File: config.mk
export PLATFORM = sky130hd
export DESIGN_NAME = men_wb_pipe
export DESIGN_NICKNAME = d
export VERILOG_FILES = /design/src/rtl/men_wb_pipe.sv
export SDC_FILE = /design/constraint.sdc
export NUM_CORES = 1
export LEC_CHECK = 0
export CORE_MARGIN = 2
export CORE_UTILIZATION = 49
export DETAILED_ROUTE_END_ITERATION = 8
export PLACE_DENSITY = 0.76
export SLEW_MARGIN = 10
export SYNTH_ARGS = -nofsm -noshare
export SYNTH_HDL_FRONTEND = slang
export SYNTH_SLANG_ARGS = --single-unit
File: constraint.sdc
create_clock -name clk -period 2.2 [get_ports clk]
set_input_delay 0.22 -clock clk [delete_from_list [all_inputs] [get_ports clk]]
set_output_delay 0.22 -clock clk [all_outputs]
set_load 0.01 [all_outputs]
File: src/rtl/men_wb_pipe.sv
// Write-back pipeline register between the men stage and the register file.
// A main register and a skid register keep in_ready a pure flop output.
module men_wb_pipe #(
  parameter int DATA_W        = 32,
  parameter int ADDR_W        = 5,
  parameter int NCH           = 1,
  parameter int ZERO_SUPPRESS = 1
) (
  input  logic                  clk,
  input  logic                  rst,
  input  logic                  in_valid,
  output logic                  in_ready,
  input  logic [NCH*DATA_W-1:0] men_wdata,
  input  logic [NCH*ADDR_W-1:0] men_addr,
  input  logic [NCH-1:0]        men_wd,
  input  logic                  flush,
  input  logic                  out_ready,
  output logic                  out_valid,
  output logic [NCH*DATA_W-1:0] wdata,
  output logic [NCH*ADDR_W-1:0] addr,
  output logic [NCH-1:0]        wd,
  output logic [1:0]            occ
);

  // bit 0 = main valid, bit 1 = skid valid; skid is only ever full with main full
  typedef enum logic [1:0] {
    S_EMPTY = 2'b00,
    S_ONE   = 2'b01,
    S_TWO   = 2'b11
  } state_t;

  state_t state, state_nxt;

  logic [NCH*DATA_W-1:0] main_wdata, skid_wdata;
  logic [NCH*ADDR_W-1:0] main_addr, skid_addr;
  logic [NCH-1:0]        main_wd, skid_wd;

  logic accept, consume;
  logic ld_main_in, ld_main_skid, ld_skid;

  assign in_ready  = ~state[1];
  assign out_valid = state[0];
  assign occ       = {state[1], state[0] & ~state[1]};
  assign wdata     = main_wdata;
  assign addr      = main_addr;

  assign accept  = in_valid & in_ready;
  assign consume = out_valid & out_ready;

  always_comb begin
    state_nxt    = state;
    ld_main_in   = 1'b0;
    ld_main_skid = 1'b0;
    ld_skid      = 1'b0;
    if (flush) begin
      state_nxt = S_EMPTY;
    end else begin
      unique case (state)
        S_EMPTY: begin
          if (accept) begin
            ld_main_in = 1'b1;
            state_nxt  = S_ONE;
          end
        end
        S_ONE: begin
          if (accept && consume) begin
            ld_main_in = 1'b1;
          end else if (accept) begin
            ld_skid   = 1'b1;
            state_nxt = S_TWO;
          end else if (consume) begin
            state_nxt = S_EMPTY;
          end
        end
        S_TWO: begin
          if (consume) begin
            ld_main_skid = 1'b1;
            state_nxt    = S_ONE;
          end
        end
        default: state_nxt = S_EMPTY;
      endcase
    end
  end

  always_ff @(posedge clk or negedge rst) begin
    if (!rst) begin
      state <= S_EMPTY;
    end else begin
      state <= state_nxt;
    end
  end

  always_ff @(posedge clk or negedge rst) begin
    if (!rst) begin
      main_wdata <= '0;
      main_addr  <= '0;
      main_wd    <= '0;
      skid_wdata <= '0;
      skid_addr  <= '0;
      skid_wd    <= '0;
    end else begin
      if (ld_main_in) begin
        main_wdata <= men_wdata;
        main_addr  <= men_addr;
        main_wd    <= men_wd;
      end else if (ld_main_skid) begin
        main_wdata <= skid_wdata;
        main_addr  <= skid_addr;
        main_wd    <= skid_wd;
      end
      if (ld_skid) begin
        skid_wdata <= men_wdata;
        skid_addr  <= men_addr;
        skid_wd    <= men_wd;
      end
    end
  end

  // each enable is qualified only by its own channel's address
  always_comb begin
    wd = '0;
    for (int unsigned k = 0; k < NCH; k++) begin
      wd[k] = main_wd[k] & out_valid &
              ((ZERO_SUPPRESS == 0) || (main_addr[k*ADDR_W +: ADDR_W] != '0));
    end
  end

endmodule

==> results.md <==
- Total GRT Usage: 0.186
- Adder-cell share of the synthesized area: 0.0143
- Final Util: 0.682
- Die Span Y: 88.5 microns
- Number of synthesized register bits: 78
- Power Density: 1280 mW/mm^2
- CTS Buf Count: 9
- Final Hold Vio Count: 0
- PortBufs: 84
- XOR/XNOR share of the synthesized area: 0
- Syn_nets: 316
- Post-Layout Cell Count: 458
- Routability-driven placement congestion ratio: 0.757
- Row count: 30
- I/O pins: 85
- First-pass GRT wire length: 10900 microns
- Number of global-route vias before repair: 2284
- Number of max-cap violations: 0
- Simple logic cell fraction of the synthesized area: 0.0589
- Max Root-Sink Buffers: 2
- DR iter-0 viols: 73
- RSZ-0062 raised after global routing: false
- Initial Util: 0.510
- CTS H-tree depth: 3
- Post-Synthesis Cells: 269
- Skew final: 0.00827 ns
- Post-route DRC: 0
- # setup viols final: 0
- Min Tclk post-route: 2.13 ns
- Reg2Reg Setup Slack: 0.31 ns
- Status: complete, no violations
- Share of post-route cells with drive strength above 1: 0.182
- Worst vdd ir: 0.627 mV
- Core area: 0.00687 sq mm
- Register area share after synthesis: 0.557
- Combinational family with the most area after synthesis: multiplexers
- Post-Syn Area per Cell: 13.0 sq um
- Crit end category: output port
- Area delta synth->final: 33.8%
- Max_slew headroom: 0.650
- CTS sink count: 78
- Die Wd: 88.5 microns
- Placed cell count: 441
- Critical path startpoint category: register
- Via count: 2321
- Crit path kind: reg -> out
- Root Buffer: clkbuf_8
- Wirelength per Cell: 14.6 microns
- Post-synth cell types: 24
- Pins over their slew limit: 0
- Post-DRT Antenna Nets: 0
- Critical Path Fanout Max: 3
- Largest net degree at the start of global routing: 59
- Mux cell area share after synthesis: 0.261
- First drt pass iteration count: 4
- Grt ovf: 0
- Antenna Cells: 0
- Worst Hold Class: in -> async
- Total die area: 0.00784 sq mm
- Final Cycle Share: 0.970
- Worst-skew pair later-pin latency: 0.35 ns
- Post-CTS setup buffers: 0
- Via density per instance: 5.07
- Worst hold slack: 0.378 ns
- CTS tree: built
- Total negative slack: 0 ns
- Clock slew seen by the registers of the worst setup and hold paths: 0.08 ns
- CP Data Required Time: 1.98 ns
- Final #Nets: 404
- Post-Route WL: 6670 microns
- Cell Area, Synth: 0.00350 sq mm
- Detailed placement HPWL: 4510 microns
- Fmax: 0.469 GHz
- Leakage: 2.29 nW
- Antenna violations before repair: 0
- Yosys warns: 0
- Worst Path Arrival: 1.91 ns
- Compound-Gate Fraction of Synth Area: 0.0693
- Actual slew at the worst max-slew pin: 0.517 ns
## logic make-up after synthesis
logic type,count (synthesis)
AND/OR/NAND/NOR,47
adder cells (fa/ha/maj),4
flip-flops,78
buffers and inverters,18
AO/OA/AOI/OAI,43
multiplexers,79
## repair_timing
action | in CTS | in global routing
hold buffers | 1 | 0
resized for setup | 0 | 0
setup endpoints to repair | 0 | 0
hold endpoints to repair | 38 | 0
## registers in the layout (all words and copies together) (netlist names)
register / cells
wdata: 32
addr: 5
skid_wd: 1
skid_addr: 5
state: 2
main_wd: 1
skid_wdata: 32
## per-layer routing
layer | share of wire | track usage
met5 | 0 | 0
met1 | 0.46 | 0.245
met3 | 0.064 | 0.0709
met4 | 0.017 | 0.0661
met2 | 0.46 | 0.282
## area by class of cell
type | instances | area, sq um
well taps | 96 | 120
clock inverters | 4 | 70.1
clock buffers | 12 | 145
flip-flops and latches | 78 | 1950
fillers | 526 | 2180
multi-input cells | 173 | 1420
repair buffers | 93 | 971
inverters | 2 | 7.51
## stage by stage
step / worst slack, ns / instance area (sq um) / total power [mW]
2_1_floorplan: 0.277 / 3500 / 3.80
3_3_place_gp: 0.277 / 4460 / 4.82
3_5_place_dp: 0.231 / 4460 / 4.89
4_1_cts: 0.0454 / 4680 / 6.08
5_1_grt: 0.00543 / 4680 / 6.43
6_report: 0.0664 / 4680 / 6.01
## power breakdown
group          internal, mW  total [mW]  switching, mW
clock                 0.667        1.16          0.495
combinational          1.45        2.32          0.868
sequential             2.14        2.53          0.391
## synthesized netlist by cell type
library cell	instances	area, sq um
nor4bb_1	1	10.0
nand2_1	2	7.51
o31ai_1	1	7.51
nand2_2	1	6.26
mux2_2	19	214
nor2_1	38	143
a21oi_1	39	195
ha_1	4	50.1
clkbuf_4	1	7.51
a211o_1	1	8.76
and4bb_4	1	16.3
mux2i_1	40	400
buf_2	8	40.0
mux2_4	20	300
buf_12	2	40.0
a31oi_4	1	21.3
buf_4	4	30.0
o311a_1	1	10.0
nor2b_1	2	12.5
dfrtp_1	78	1950
nand3_1	1	5.00
or3_1	1	6.26
buf_6	1	11.3
inv_1	2	7.51
## path summary, 6_finish.rpt
kind,cells after the start,endpoint,start
hold reg to reg,1,skid_wdata[6]$_DFFE_PN0P_,skid_wdata[6]$_DFFE_PN0P_
hold / removal,2,skid_wdata[7]$_DFFE_PN0P_,rst
min in group clk,3,addr[0]$_DFFE_PN0P_,men_addr[0]
max in group asynchronous,3,skid_wdata[13]$_DFFE_PN0P_,rst
setup / recovery,3,wd,addr[1]$_DFFE_PN0P_
setup reg to reg,6,addr[4]$_DFFE_PN0P_,state[1]$_DFFE_PN0P_
## critical path, stage by stage, from the launching register on
cell and delay [ns]:
dfrtp_1 0.40, or3_1 0.39, o311a_1 0.30, clkdlybuf4s50_1 0.48
## cells in the final DEF (no fill, tap or decap), drive strengths merged, types with 2 or more instances in the layout
| master | count |
|---|---|
| a21oi | 39 |
| buf | 9 |
| bufinv | 2 |
| clkbuf | 12 |
| clkdlybuf4s50 | 83 |
| clkinv | 2 |
| dfrtp | 78 |
| ha | 4 |
| inv | 2 |
| mux2 | 39 |
| mux2i | 40 |
| nand2 | 3 |
| nor2 | 38 |
| nor2b | 2 |
(Power assumes the default switching activity.)
